==> src/rtl/adder_mon_pkg.sv <==
// Shared types and constants for the approximate-adder error monitor.
// FSM state encoding, LFSR constants and the absolute-difference helper.
package adder_mon_pkg;

    // Monitor FSM states.
    typedef enum logic [1:0] {
        ST_IDLE    = 2'd0,
        ST_DRIVE   = 2'd1,
        ST_CAPTURE = 2'd2,
        ST_DONE    = 2'd3
    } mon_state_t;

    // Galois taps for x^32 + x^22 + x^2 + x + 1 (right-shifting form).
    localparam logic [31:0] LFSR_POLY    = 32'h8020_0003;
    localparam logic [31:0] DEFAULT_SEED = 32'hACE1_1D5B;

    // Widest sum the monitor supports (16-bit operands plus carry-out).
    localparam int ABS_W = 17;

    // Unsigned |a - b|. Narrower callers zero-extend into ABS_W bits.
    function automatic logic [ABS_W-1:0] abs_diff(input logic [ABS_W-1:0] a,
                                                  input logic [ABS_W-1:0] b);
        return (a >= b) ? (a - b) : (b - a);
    endfunction

endpackage

==> src/rtl/approx_adder_err_monitor_lfsr32.sv <==
// 32-bit Galois LFSR used as the operand source.
// rst or load copies the seed in; step advances one position.
module lfsr32
    import adder_mon_pkg::*;
(
    input  logic        clk,
    input  logic        rst,
    input  logic        load,
    input  logic [31:0] seed,
    input  logic        step,
    output logic [31:0] q
);

    // Seed on reset/load, otherwise shift right and fold in the taps when bit 0 falls out.
    always_ff @(posedge clk) begin
        if (rst || load) begin
            q <= seed;
        end else if (step) begin
            q <= {1'b0, q[31:1]} ^ (q[0] ? LFSR_POLY : 32'h0);
        end
    end

endmodule

==> src/rtl/approx_adder_err_monitor.sv <==
// Approximate-adder error monitor: drives LFSR operands to an external
// combinational approximate adder, computes the exact sum and accumulates
// mismatch count, total absolute error and (optionally) maximum absolute error.
// Optional feature macro: ERR_MAX_EN (err_max tracking; tied to 0 when undefined).
//
// Handshake: start is a level sampled only while IDLE (and not in reset); once
// accepted, busy stays high until the DONE cycle inclusive and done pulses for
// exactly one cycle. ax_sum is assumed to follow op_a/op_b/op_cin combinationally.
module approx_adder_err_monitor
    import adder_mon_pkg::*;
#(
    parameter int          WIDTH    = 16,
    parameter int          SAMPLE_W = 14,
    parameter logic [31:0] SEED     = DEFAULT_SEED
)
(
    input  logic                        clk,
    input  logic                        rst,
    input  logic                        start,
    input  logic [SAMPLE_W-1:0]         n_samples,
    output logic                        busy,
    output logic                        done,
    output logic [WIDTH-1:0]            op_a,
    output logic [WIDTH-1:0]            op_b,
    output logic                        op_cin,
    input  logic [WIDTH:0]              ax_sum,
    output logic [SAMPLE_W-1:0]         err_count,
    output logic [WIDTH+SAMPLE_W:0]     err_total,
    output logic [WIDTH:0]              err_max,
    output mon_state_t                  dbg_state
);

    localparam int SUM_W = WIDTH + 1;
    localparam int TOT_W = WIDTH + 1 + SAMPLE_W;

    mon_state_t          state;
    mon_state_t          state_nxt;

    logic                accept;
    logic                last_sample;
    logic                lfsr_step;
    logic [31:0]         lfsr_q;
    logic [31:0]         op_src;

    logic [SAMPLE_W-1:0] n_lat;
    logic [SAMPLE_W-1:0] cnt;
    logic [SAMPLE_W-1:0] cnt_inc;
    logic [SUM_W-1:0]    exact_q;
    logic [ABS_W-1:0]    err_wide;
    logic [SUM_W-1:0]    err;

    assign dbg_state = state;
    assign cnt_inc   = cnt + SAMPLE_W'(1);
    assign err_wide  = abs_diff(ABS_W'(exact_q), ABS_W'(ax_sum));
    assign err       = err_wide[SUM_W-1:0];

    // The first sample's operands come straight from SEED, since the LFSR is being reloaded on that same edge.
    assign op_src = (state == ST_IDLE) ? SEED : lfsr_q;

    lfsr32 u_lfsr (
        .clk  (clk),
        .rst  (rst),
        .load (accept),
        .seed (SEED),
        .step (lfsr_step),
        .q    (lfsr_q)
    );

    // State register.
    always_ff @(posedge clk) begin
        if (rst) begin
            state <= ST_IDLE;
        end else begin
            state <= state_nxt;
        end
    end

    // Next-state logic.
    always_comb begin
        state_nxt = state;
        case (state)
            ST_IDLE: begin
                if (start) begin
                    state_nxt = (n_samples == '0) ? ST_DONE : ST_DRIVE;
                end
            end
            ST_DRIVE:   state_nxt = ST_CAPTURE;
            ST_CAPTURE: state_nxt = last_sample ? ST_DONE : ST_DRIVE;
            ST_DONE:    state_nxt = ST_IDLE;
            default:    state_nxt = ST_IDLE;
        endcase
    end

    // FSM outputs and datapath strobes.
    always_comb begin
        busy        = (state != ST_IDLE);
        done        = (state == ST_DONE);
        accept      = (state == ST_IDLE) && start;
        lfsr_step   = (state == ST_DRIVE);
        last_sample = (state == ST_CAPTURE) && (cnt_inc == n_lat);
    end

    // Operand, exact-sum, sample-counter and statistics registers.
    always_ff @(posedge clk) begin
        if (rst) begin
            n_lat     <= '0;
            cnt       <= '0;
            exact_q   <= '0;
            op_a      <= '0;
            op_b      <= '0;
            op_cin    <= 1'b0;
            err_count <= '0;
            err_total <= '0;
        end else begin
            case (state)
                ST_IDLE: begin
                    if (start) begin
                        n_lat     <= n_samples;
                        cnt       <= '0;
                        err_count <= '0;
                        err_total <= '0;
                        op_a      <= op_src[WIDTH-1:0];
                        op_b      <= op_src[16+WIDTH-1:16];
                        op_cin    <= ^op_src;
                    end
                end
                ST_DRIVE: begin
                    exact_q <= SUM_W'(op_a) + SUM_W'(op_b) + SUM_W'(op_cin);
                end
                ST_CAPTURE: begin
                    cnt <= cnt_inc;
                    if (err != '0) begin
                        err_count <= err_count + SAMPLE_W'(1);
                        err_total <= err_total + TOT_W'(err);
                    end
                    // Next operands come from the LFSR, which already stepped on leaving DRIVE.
                    if (!last_sample) begin
                        op_a   <= op_src[WIDTH-1:0];
                        op_b   <= op_src[16+WIDTH-1:16];
                        op_cin <= ^op_src;
                    end
                end
                default: ;
            endcase
        end
    end

`ifdef ERR_MAX_EN
    logic [SUM_W-1:0] err_max_q;

    // Running maximum of the absolute error, cleared on an accepted start.
    always_ff @(posedge clk) begin
        if (rst || accept) begin
            err_max_q <= '0;
        end else if ((state == ST_CAPTURE) && (err > err_max_q)) begin
            err_max_q <= err;
        end
    end

    assign err_max = err_max_q;
`else
    assign err_max = '0;
`endif

endmodule

==> config.mk <==
export PLATFORM = sky130hd
export DESIGN_NAME = approx_adder_err_monitor
export DESIGN_NICKNAME = d
export VERILOG_FILES = /design/src/rtl/adder_mon_pkg.sv /design/src/rtl/approx_adder_err_monitor_lfsr32.sv /design/src/rtl/approx_adder_err_monitor.sv
export SDC_FILE = /design/constraint.sdc
export NUM_CORES = 1
export LEC_CHECK = 0
export ABC_AREA = 1
export CORE_MARGIN = 2
export CORE_UTILIZATION = 30
export CTS_CLUSTER_SIZE = 25
export DETAILED_ROUTE_END_ITERATION = 10
export GPL_TIMING_DRIVEN = 0
export PLACE_DENSITY_LB_ADDON = 0.08
export SLEW_MARGIN = 20
export SYNTH_ARGS = -nofsm -noshare
export SYNTH_HDL_FRONTEND = slang
export SYNTH_SLANG_ARGS = --single-unit
==> constraint.sdc <==
create_clock -name clk -period 6.6 [get_ports clk]
set_input_delay 1.32 -clock clk [delete_from_list [all_inputs] [get_ports clk]]
set_output_delay 1.32 -clock clk [all_outputs]
set_load 0.03 [all_outputs]
# [Word level (Yosys, flattened, before mapping)]
# Index checks and enable logic that the tools add are counted.
[word_totals] mem_bits_ro=0 wordCells=62 memories=0 mem_bits_rw=0 latch_bits=0 regBits=157 out_inout_bits=99 input_bits=34
[op_classes] mux=23 bitwise_logic=1 n_eq_ne=7 shifts=0 n_div=0 add_sub_neg=7 magnitude_cmp=1 n_reduce_logical=13 n_mul=0
[ops] op="16-bit 2-to-1 mux" count=4
[ops] op="32-bit 2-to-1 mux" count=2
[ops] op="16-bit case mux with 2 select lines" count=2
[ops] op="31-bit 2-to-1 mux" count=2
[ops] op="31-bit case mux with 2 select lines" count=1
[ops] op="14-bit case mux with 2 select lines" count=2
[ops] op="17-bit subtractor" count=2
[ops] op="32-bit parity" count=1
[ops] op="31-bit by 32-bit XOR with 32-bit output" count=1
[ops] op="31-bit by 17-bit adder with 31-bit output" count=1
[ops] op="14-bit by 1-bit adder with 14-bit output (second input constant)" count=2
[ops] op="14-bit 2-to-1 mux" count=2
[ops] op="16-bit by 16-bit adder with 17-bit output" count=1
[ops] op="17-bit by 1-bit adder with 17-bit output" count=1
[ops] op="17-bit greater-or-equal comparator" count=1
[ops] op="17-bit 2-to-1 mux" count=1
[ops] op="17-bit nonzero test" count=1
[ops] op="14-bit equality test" count=1
[ops] op="14-bit logical NOT" count=1
[ops] op="2-bit case mux with 4 select lines" count=1
[ops] op="2-bit 2-to-1 mux" count=3
[ops] op="3-bit AND reduction" count=2
[ops] op="2-bit equality test (second input constant)" count=2
[ops] op="2-bit inequality test (second input constant)" count=2
[ops] op="9 further kinds" count=13

# [Longest topological paths before layout]
[depth] word_depth=5 ltp_mapped=29 mapped_depth_nobuf=28

# [Cells and area by module]
# A second synthesis with hierarchy kept.
[hier_totals] hier_cells=1872 hier_area_um2=12039.0
[by_module_without_submodules] module="approx_adder_err_monitor" instances=1 area_per_inst_um2=10580.1 seq_area_each_um2=2502.4 cells_per_inst=1724
[by_module_without_submodules] module="lfsr32" instances=1 area_per_inst_um2=1458.9 seq_area_each_um2=960.9 cells_per_inst=148

# [Worst setup path after synthesis]
# No wires, ideal clock.
[synth_path] kind="input-to-reg" from="in ax_sum[10]" to="reg err_total[16]" t_arrival_ns=4.393 required_time_ns=6.486 setup_time_ns=0.114 path_slack_ns=2.093 stages=28 path_cell_list="inv_1 > ha_1 > buf_6 > nand2_1 > nand2_1 > nand2_2 > nand2_2 > nand2_1 > nand3_2 > nor2_4 > nand2_4 > buf_6 > nand2_1 > nand2_1 > fa_1 > nand3_1 > a21oi_1 > nor2_1 > o21ai_0 > nand2_1 > o211ai_1 > nand2_1 > nand2_1 > or2_2 > nand3_1 > nand3_1 > nand2_1 > nor2_1"
[synth_between] elab_chain_len=5 word_cells_on_any_way=10 classes_between="add/sub: 3; order compare: 1; eq/ne: 1; mux: 3; reduce/logical: 2"
[synth_lines] item="from (decl)" line="approx_adder_err_monitor.sv:26" rtl="input logic [WIDTH:0] ax_sum,"
[synth_lines] item="17-bit subtractor or 17-bit greater-or-equal comparator (tied branches)" line="adder_mon_pkg.sv:23" rtl="return (a >= b) ? (a - b) : (b - a);"
[synth_lines] item="17-bit 2-to-1 mux (*)" line="adder_mon_pkg.sv:23"
[synth_lines] item="31-bit by 17-bit adder with 31-bit output or 17-bit nonzero test (tied branches)" line="approx_adder_err_monitor.sv:134, approx_adder_err_monitor.sv:132"
[synth_lines] item="31-bit 2-to-1 mux or 2-bit by 1-bit inequality test with 1-bit output (tied branches)"
[synth_lines] item="31-bit case mux with 2 select lines or 3-bit AND reduction (tied branches)"
[synth_lines] item="to (signal assigned)" line="approx_adder_err_monitor.sv:134" rtl="err_total <= err_total + TOT_W'(err);"
[synth_lines] item="to (decl)" line="approx_adder_err_monitor.sv:28" rtl="output logic [WIDTH+SAMPLE_W:0] err_total,"
# Every way passes the cells marked *; elsewhere a longest branch is shown, timed or not. The select of a mux whose other input is x is not followed.
# A chain may end at the register's enable or synchronous reset.

# [Worst setup path in the final report]
[layout_path] from="in ax_sum[7]" to="reg err_total[16]"
# Same word-level chain as after synthesis.

==> flow_summary.toml <==
[outcome]
status = "completed"

[floorplan]
core_area_mm2 = 0.0384
row_count = 72
die_h_um = 201
die-area_mm2 = 0.0402
start_util = 0.302
num_io_pins = 133
die_w_um = 201

[yosys]
ys_ff_latch = 157
synth.distinct_cells = 46
synth.yosys.seq_area_share = 0.271
syn_area_mm2 = 0.0116
avgSynthCellArea_um2 = 6.41
synth_warnings = 0
synth_cells = 1809

[clocking]
cts.clk_slew.worst_paths_ns = 0.07
cts_resized = 0
cts_buffer_depth = 2
cts.sinks = 157
cts_setup_buffers = 0
cts_tree = "built"
cts_buffers = 17
cts_max_level = 4
root_buffer = "clkbuf_16"
clock_latency_ns = 0.45
holdBufCountCts = 0

[critical_path]
critPathMaxFanout = 10
cp.required_ns = 6.94
cp-end-kind = "flop"
reg2reg_slack_ns = 2.32
critPathKind = "in2reg"
rr_startpoint = "exact_q[15]"
r2r_end = "err_total[16]"
critPathLaunchType = "input port"
r2r_cells = 26
arrival_ns = 5.77

[power]
finalPower_uw = 3280
p_leak_uw = 0.00636
power_density_mw_per_mm2 = 234
ir_drop_uv = 188

[place]
dpl.hpwl_um = 33300
io_buffers = 114
gp_congestion = 0.874
place_ws_ns = 0.727

[sta]
worst_pin_slew_ns = 1.14
period_minus_slack_ns = 5.43
finalHoldViolCount = 0
drv_slew = 0
slew_headroom = 0.238
setup-tns-final_ns = 0
setup_violations = 0
finalCritPeriodShare = 0.823
finalClockSkew_ns = 0.0116
grt_setup_unrepaired = "no"
holdWs_ns = 0.468
fmax_mhz = 184
fin_ws_ns = 1.17

[cells_and_area]
fin_nets = 2067
multiInputGateArea_mm2 = 0.00726
mostFrequentLayoutCells = "nand2_1, inv_1, nor2_1"
area_growth_pct = 21.0
drive_gt1_frac = 0.0731
seq_area_mm2 = 0.00314
final_common_cell = "nand2_1"
antenna_cells = 0
fill_cells = 4219

[route]
wl_met1_um = 20500
top_layer_used = "met4"
wl_met2_um = 18900
avgViaCountPerCell = 4.70
totalWireLength_um = 41500
met3_length_um = 1270
drt_iter0_markers = 720
wl_per_cell_um = 16.7
ant_nets = 0
vias = 11707
drc = 0
dr.pass1.iters = 5

[grt]
gr-total-overflow = 0
grt_start_max_net_pins = 17
grt_pass1_wl_um = 65100
antenna_found_initial = 0
grt_pass1_vias = 11260
grt.total_usage = 0.209

[hold_path]
whs_endpoint = "cnt[12]"
hold_class = "reg2reg"
whs_path_depth = 2
min-delay-start = "cnt[12]"

[job]
max_cap_violations = 0
[report_power, final]
group	switching [uW]	internal (uW)
combinational	745	407
clock	459	565
sequential	87.8	1020
total	1290	1990
[cell families after synthesis]
| kind of cell | share of synthesized area |
|---|---|
| and+or+nand+nor | 0.330 |
| AOI/OAI and AO/OA | 0.148 |
| buffers and inverters | 0.108 |
| DFF | 0.271 |
| xor gates and xnor gates | 0.0586 |
| adders and majority gates | 0.0842 |
| other | 0.000323 |
[cell type report]
cell class | instances | area share
clock buffer | 18 | 0.0306
buffer | 91 | 0.0343
tap | 518 | 0.0462
inverter | 205 | 0.0548
timing repair buffer | 114 | 0.0813
multi-input combinational | 1372 | 0.517
clock inverter | 14 | 0.0114
sequential | 157 | 0.224
[worst max path at each step]
stage,startpoint,end,slack [ns]
after global placement,ax_sum[7],err_total[16],0.73
after floorplan,ax_sum[10],err_total[16],2.09
after detailed placement,ax_sum[6],err_total[16],0.73
after global routing,ax_sum[9],err_total[16],0.69
after CTS,ax_sum[7],err_total[16],1.20
final,ax_sum[7],err_total[16],1.17
[registers in the layout, indices dropped and copies added (netlist names)]
register and count:
n_lat 14, op_cin 1, exact_q 17, err_total 31, cnt 14, u_lfsr.q 32
op_b 16, op_a 16, dbg_state 2, err_count 14
[cell usage after synthesis (all sizes together)]
cell type / count / area share
nand2: 473 / 0.16
inv: 205 / 0.066
nor2: 198 / 0.067
a21oi: 191 / 0.093
nand3: 181 / 0.080
dfxtp: 157 / 0.27
ha: 70 / 0.076
o21ai: 70 / 0.030
buf: 57 / 0.031
xor2: 40 / 0.030
xnor2: 35 / 0.026
clkbuf: 34 / 0.011
nand4: 18 / 0.0097
or2: 12 / 0.0065
nor3: 10 / 0.0043
o211ai: 8 / 0.0052
a21o: 7 / 0.0045
nor4: 6 / 0.0032
fa: 5 / 0.0086
nand3b: 5 / 0.0032
o21a: 4 / 0.0026
o21bai: 4 / 0.0026
o22ai: 3 / 0.0016
a21boi: 2 / 0.0013
a31o: 2 / 0.0015
a31oi: 2 / 0.0011
a211oi: 1 / 0.00065
and3: 1 / 0.00054
conb: 1 / 0.00032
o2111a: 1 / 0.00097
o2111ai: 1 / 0.00076
o211a: 1 / 0.00086
o221ai: 1 / 0.00076
o31ai: 1 / 0.00065
or4: 1 / 0.00065
xnor3: 1 / 0.0019
[through the flow]
step	instances	utilization	cell area (um^2)
2_1_floorplan	1825	-	11700
3_3_place_gp	2457	0.350	13400
3_5_place_dp	2457	0.350	13400
4_1_cts	2489	0.366	14000
5_1_grt	2489	0.366	14000
6_report	2489	0.366	14000
[routing by layer]
metal / global-route usage / up-vias
met5: 0 / -
met4: 0.0646 / 0
met3: 0.0242 / 36
met2: 0.344 / 216
met1: 0.286 / 5352
li1: - / 6103
[worst max-delay path, stage by stage]
cell and delay (ns):
clkdlybuf4s50_1 0.53, inv_1 0.06, ha_1 0.41, nand2_1 0.15, inv_2 0.05, nand2_1 0.11, nor2_1 0.07, nand3_2 0.10
nand2_2 0.06, nor2_4 0.26, nand2_4 0.14, buf_6 0.18, nand2_1 0.06, nand2_1 0.11, fa_1 0.45, nand3_1 0.14
a21oi_1 0.10, nor2_1 0.25, o21ai_0 0.22, nand2_1 0.10, o211ai_1 0.18, nand2_1 0.11, nand2_1 0.06, or2_2 0.27
nand3_1 0.07, nand3_1 0.08, nand2_1 0.09, nor2_1 0.04
No activity file was read; power rests on OpenSTA's default activity.
